`config.mk`:
```
export PLATFORM = sky130hd
export DESIGN_NAME = noc_packet_arbiter
export DESIGN_NICKNAME = d
export VERILOG_FILES = /design/src/rtl/noc_packet_arbiter.sv
export SDC_FILE = /design/constraint.sdc
export NUM_CORES = 1
export LEC_CHECK = 0
export CAP_MARGIN = 20
export CORE_AREA = 4 4 129 131
export CTS_BUF_LIST = sky130_fd_sc_hd__clkbuf_4 sky130_fd_sc_hd__clkbuf_8 sky130_fd_sc_hd__clkbuf_16
export CTS_CLUSTER_DIAMETER = 150
export DETAILED_ROUTE_END_ITERATION = 10
export DIE_AREA = 0 0 133 135
export GPL_TIMING_DRIVEN = 1
export PLACE_DENSITY = 0.68
export SLEW_MARGIN = 20
export SYNTH_ARGS = -nofsm -noshare
export SYNTH_HDL_FRONTEND = slang
export SYNTH_SLANG_ARGS = --single-unit
```
`constraint.sdc`:
```
create_clock -name clk -period 6.2 [get_ports clk]
set_input_delay 0.93 -clock clk [delete_from_list [all_inputs] [get_ports clk]]
set_output_delay 0.93 -clock clk [all_outputs]
set_load 0.01 [all_outputs]
```
`src/rtl/noc_packet_arbiter.sv`:
```
// Packet-granular round-robin arbiter for one valid/ready NoC channel.
// Grant locks from header to tail; forwarding path is combinational.
module noc_packet_arbiter #(
  parameter int NUM_SRC = 4,
  parameter int FLIT_W  = 64,
  parameter int LEN_MSB = 29,
  parameter int LEN_LSB = 22
) (
  input  logic                      clk,
  input  logic                      rst_n,
  input  logic [NUM_SRC-1:0]        src_valid,
  input  logic [NUM_SRC*FLIT_W-1:0] src_data,
  output logic [NUM_SRC-1:0]        src_ready,
  output logic                      dst_valid,
  output logic [FLIT_W-1:0]         dst_data,
  input  logic                      dst_ready,
  output logic [NUM_SRC-1:0]        grant,
  output logic                      busy
);

  localparam int PW = (NUM_SRC > 1) ? $clog2(NUM_SRC) : 1;
  localparam int LW = LEN_MSB - LEN_LSB + 1;

  typedef enum logic {
    IDLE,
    BUSY
  } state_e;

  state_e        state_q, state_d;
  logic [PW-1:0] rr_ptr_q, rr_ptr_d;
  logic [PW-1:0] lock_id_q, lock_id_d;
  logic [LW-1:0] remain_q, remain_d;

  logic [PW-1:0]      sel;
  logic [PW-1:0]      cand;
  logic               found;
  logic               xfer;
  logic [LW-1:0]      hdr_len;
  logic [NUM_SRC-1:0] grant_int;

  function automatic logic [PW-1:0] ptr_inc(input logic [PW-1:0] p);
    return (p == PW'(NUM_SRC - 1)) ? '0 : p + 1'b1;
  endfunction

  // Round-robin scan starting at rr_ptr for the first valid source
  always_comb begin
    sel   = '0;
    cand  = '0;
    found = 1'b0;
    for (int k = 0; k < NUM_SRC; k++) begin
      cand = PW'((int'(rr_ptr_q) + k) % NUM_SRC);
      if (!found && src_valid[cand]) begin
        found = 1'b1;
        sel   = cand;
      end
    end
  end

  // Grant: live arbitration when idle, locked source when busy
  always_comb begin
    grant_int = '0;
    if (rst_n) begin
      unique case (state_q)
        IDLE: if (found) grant_int[sel] = 1'b1;
        BUSY: grant_int[lock_id_q] = 1'b1;
        default: grant_int = '0;
      endcase
    end
  end

  // Forwarding mux and handshake; dst_valid never depends on dst_ready
  always_comb begin
    dst_data = '0;
    for (int i = 0; i < NUM_SRC; i++) begin
      if (grant_int[i]) dst_data = dst_data | src_data[i*FLIT_W +: FLIT_W];
    end
  end

  assign grant     = grant_int;
  assign dst_valid = |(grant_int & src_valid);
  assign src_ready = grant_int & {NUM_SRC{dst_ready}};
  assign xfer      = dst_valid & dst_ready;
  assign hdr_len   = dst_data[LEN_MSB:LEN_LSB];
  assign busy      = (state_q == BUSY);

  // Next-state: lock on multi-flit header, release and advance on tail
  always_comb begin
    state_d   = state_q;
    rr_ptr_d  = rr_ptr_q;
    lock_id_d = lock_id_q;
    remain_d  = remain_q;
    unique case (state_q)
      IDLE: begin
        if (xfer) begin
          if (hdr_len == '0) begin
            rr_ptr_d = ptr_inc(sel);
          end else begin
            state_d   = BUSY;
            lock_id_d = sel;
            remain_d  = hdr_len;
          end
        end
      end
      BUSY: begin
        if (xfer) begin
          remain_d = remain_q - 1'b1;
          if (remain_q == LW'(1)) begin
            state_d  = IDLE;
            rr_ptr_d = ptr_inc(lock_id_q);
          end
        end
      end
      default: state_d = IDLE;
    endcase
  end

  // State registers
  always_ff @(posedge clk or negedge rst_n) begin
    if (!rst_n) begin
      state_q   <= IDLE;
      rr_ptr_q  <= '0;
      lock_id_q <= '0;
      remain_q  <= '0;
    end else begin
      state_q   <= state_d;
      rr_ptr_q  <= rr_ptr_d;
      lock_id_q <= lock_id_d;
      remain_q  <= remain_d;
    end
  end

endmodule

```
==> flow_summary.json, run 1 <==
{
  "drt_pre_antenna_iters": 5,
  "rsz0062_at_grt": "no",
  "rows": 46,
  "synth_compound_area_share_pct": 52.01,
  "yosysUniqueCellTypes": 58,
  "clkSinkCount": 13,
  "overflow": 0,
  "drc": 0,
  "power_leakage_nw": 2.524,
  "synth-seq-area-share_pct": 11.36,
  "r2r-start": "rr_ptr_q[1]",
  "die_h_um": 135,
  "grt_pass1_wl_um": 26700,
  "hpwl_um": 15630,
  "max-cap-violations": 0,
  "initial_core_util_pct": 18.35,
  "grtUsageTotal_pct": 18.76,
  "async_flop_share_pct": 100.0,
  "synth_xor_area_share_pct": 0,
  "die-area_sq_um": 17960,
  "syn-num-nets": 673,
  "endpoint": "dst_data[19]",
  "cts_buffer_depth": 2,
  "synth_fa_ha_area_share_pct": 4.371,
  "fin_crit_sh_pct": 87.58,
  "area_growth_pct": 129.1,
  "die_w_um": 133,
  "cp.arrival_ps": 4500,
  "muxShareOfSynthArea_pct": 2.448,
  "hold_viol": 0,
  "finalWeightedCongestion": 0.8780,
  "status": "finished, final reports clean",
  "post_cts_resized": 0,
  "avgSynthCellArea_sq_um": 7.157,
  "numCtsBuffers": 3,
  "cp.required_ps": 5270,
  "drt-wirelength-per-cell_um": 20.09,
  "drt_iter0_drc": 409,
  "fin_crit_ps": 5430,
  "portBuffers": 336,
  "peakVddDrop_mv": 0.1394,
  "wl_um": 18710,
  "design.core.area_sq_um": 15600,
  "io_pins": 337,
  "fin_util_pct": 42.04,
  "nNetsFinal": 989,
  "clk_pin_slew_ps": 40,
  "vias": 4697,
  "root_buffer": "clkbuf_16",
  "crit_fanout": 41,
  "rr_endpoint": "remain_q[2]",
  "hp-class": "reg -> reg",
  "n_antenna_cell": 0,
  "powerDensity_nw_per_um2": 301.7,
  "cts_tree": "yes",
  "synth.top_cells.by_area": "a22oi_1 (30%), dfrtp_1 (11%), nand2_1 (9.0%)",
  "viasPerCell": 5.045,
  "clk_latency_ps": 240,
  "maxSlewHeadroom_pct": 34.80,
  "fill_cells": 1580,
  "tightestPinTransition_ps": 977.9,
  "ys_seq_elements": 13,
  "grt_max_degree": 42,
  "synth_area_sq_um": 2863,
  "hold_buffers": 0,
  "fin_skew_ps": 1.038,
  "htreeDepth": 1,
  "critPathLaunch": "src_valid[0]",
  "cts_setup_buffers": 0,
  "ys_warn_count": 0,
  "synth_edf_count": 0,
  "synth_simple_gate_area_share_pct": 22.07,
  "first_global_vias": 4537,
  "total_power_mw": 1.978,
  "setup_violations": 0,
  "crit_type": "in -> out",
  "synth_top_family_by_area": "compound AO/OA/AOI/OAI gates",
  "tns_ps": 0,
  "r2r_slack_ps": 2400,
  "r2r.worst_path.cells": 11,
  "yosys.area.top_type": "a22oi_1",
  "worstSetupStartpointType": "input port",
  "ant_nets": 0,
  "layout-drive-gt1-share_pct": 5.594,
  "synthFlopType": "dfrtp_1",
  "max_freq_mhz": 184.2,
  "crit_path_end_kind": "primary output",
  "slew_viol_final": 0,
  "synth_cells": 400,
  "synth_top_area_share_pct": 30.42,
  "antenna_found_initial": 3
}
## Yosys cell counts (7+ instances only)
cell      count
a22oi_1     116
nand2_1      69
clkbuf_1     22
a222oi_1     16
a21oi_1      14
dfrtp_1      13
inv_1        12
ha_1         10
nor2_1       10
buf_2         9
o21ai_0       8
buf_1         7
mux2i_1       7
## metrics by stage
step / std cells / hold WS [ps] / cell area, sq um / worst slack (ps)
2_1_floorplan: 400 / 471.0 / 2863 / 2303
3_3_place_gp: 927 / 497.8 / 6475 / 834.1
3_5_place_dp: 927 / 501.9 / 6475 / 774.4
4_1_cts: 931 / 514.5 / 6558 / 761.9
5_1_grt: 931 / 545.9 / 6558 / 496.5
6_report: 931 / 511.9 / 6558 / 769.7
## flip-flops by register name, summed over array words and instances (netlist names)
| name | cells |
|---|---|
| remain_q | 8 |
| lock_id_q | 2 |
| rr_ptr_q | 2 |
| busy | 1 |
## cell usage in the layout (no fill, tap or decap), types with 5 or more instances in the layout
master,netlist,routed
nor2_1,10,10
nor3b_1,5,5
nand3_1,5,5
mux2i_1,7,7
a222oi_1,16,16
nand2_1,69,69
inv_1,12,12
o21ai_0,8,8
buf_4,0,14
nor3_1,6,6
a21oi_1,14,14
and2_1,6,6
ha_1,10,10
dfrtp_1,13,13
clkdlybuf4s50_1,0,336
a22oi_1,116,116
## report_power, final
| part | switching [mW] | internal, mW | total [mW] |
|---|---|---|---|
| Combinational | 0.810 | 0.880 | 1.69 |
| Sequential | 0.0527 | 0.109 | 0.162 |
| Clock | 0.0346 | 0.0910 | 0.126 |
## worst min-delay path by stage
| stage | start | to | slack (ps) | depth (start not counted) |
|---|---|---|---|---|
| 6_report | remain_q[1] | remain_q[1] | 510 | 1 |
| 5_1_grt | remain_q[1] | remain_q[1] | 550 | 1 |
| 4_1_cts | remain_q[1] | remain_q[1] | 510 | 1 |
| 3_5_place_dp | remain_q[1] | remain_q[1] | 500 | 1 |
| 3_3_place_gp | remain_q[1] | remain_q[1] | 500 | 1 |
| 2_1_floorplan | remain_q[1] | remain_q[1] | 470 | 1 |
## kinds of logic (layout without fill, tap and decap cells)
group / Yosys count / count (layout)
AOI/OAI and AO/OA: 190 / 190
adders and majority gates: 10 / 10
buffers and inverters: 52 / 367
DFF: 13 / 13
muxes: 7 / 7
and+or+nand+nor: 128 / 128
## per-layer routing
metal	vias up	GRT usage [%]	share of wire (%)	routed length [um]
li1	2239	-	-	-
met3	20	6.222	11	2060
met4	6	2.483	1.1	214
met1	2184	23.87	41	7577
met5	-	0	0.15	28
met2	248	31.77	47	8827
## area by class of cell
class                   instances  area [sq um]  area share [%]
well taps                     216         270.3           4.121
flip-flops and latches         13         325.3           4.961
multi-input cells             335          2346           35.78
clock buffers                   4         82.58           1.259
inverters                      12         45.04          0.6869
repair buffers                351          3488           53.20
## worst max-delay path: stages
cell             delay [ps]
clkdlybuf4s50_1         540
mux2i_1                 190
nor2_1                   70
nor3_1                  360
ha_1                    450
nor3b_1                 230
a21oi_1                 100
nor2b_4                 530
buf_12                  290
a22oi_1                  90
nand2_1                 100
clkdlybuf4s50_1         580
No activity file was read; power rests on OpenSTA's default activity.
==> run 2, diff against run 1 <==
--- a/config.mk
+++ b/config.mk
@@ -11,7 +11,6 @@
 export CTS_CLUSTER_DIAMETER = 150
 export DETAILED_ROUTE_END_ITERATION = 10
 export DIE_AREA = 0 0 133 135
-export GPL_TIMING_DRIVEN = 1
 export PLACE_DENSITY = 0.68
 export SLEW_MARGIN = 20
 export SYNTH_ARGS = -nofsm -noshare
==> results of run 2 <==
Same layout as run 1: the final DEF is identical, and so are final timing and power.
==> run 3, diff against run 2 <==
--- a/config.mk
+++ b/config.mk
@@ -9,8 +9,10 @@
 export CORE_AREA = 4 4 129 131
 export CTS_BUF_LIST = sky130_fd_sc_hd__clkbuf_4 sky130_fd_sc_hd__clkbuf_8 sky130_fd_sc_hd__clkbuf_16
 export CTS_CLUSTER_DIAMETER = 150
+export CTS_CLUSTER_SIZE = 25
 export DETAILED_ROUTE_END_ITERATION = 10
 export DIE_AREA = 0 0 133 135
+export HOLD_SLACK_MARGIN = 0.08
 export PLACE_DENSITY = 0.68
 export SLEW_MARGIN = 20
 export SYNTH_ARGS = -nofsm -noshare
==> results of run 3 <==
Same layout as run 1: the final DEF is identical, and so are final timing and power.
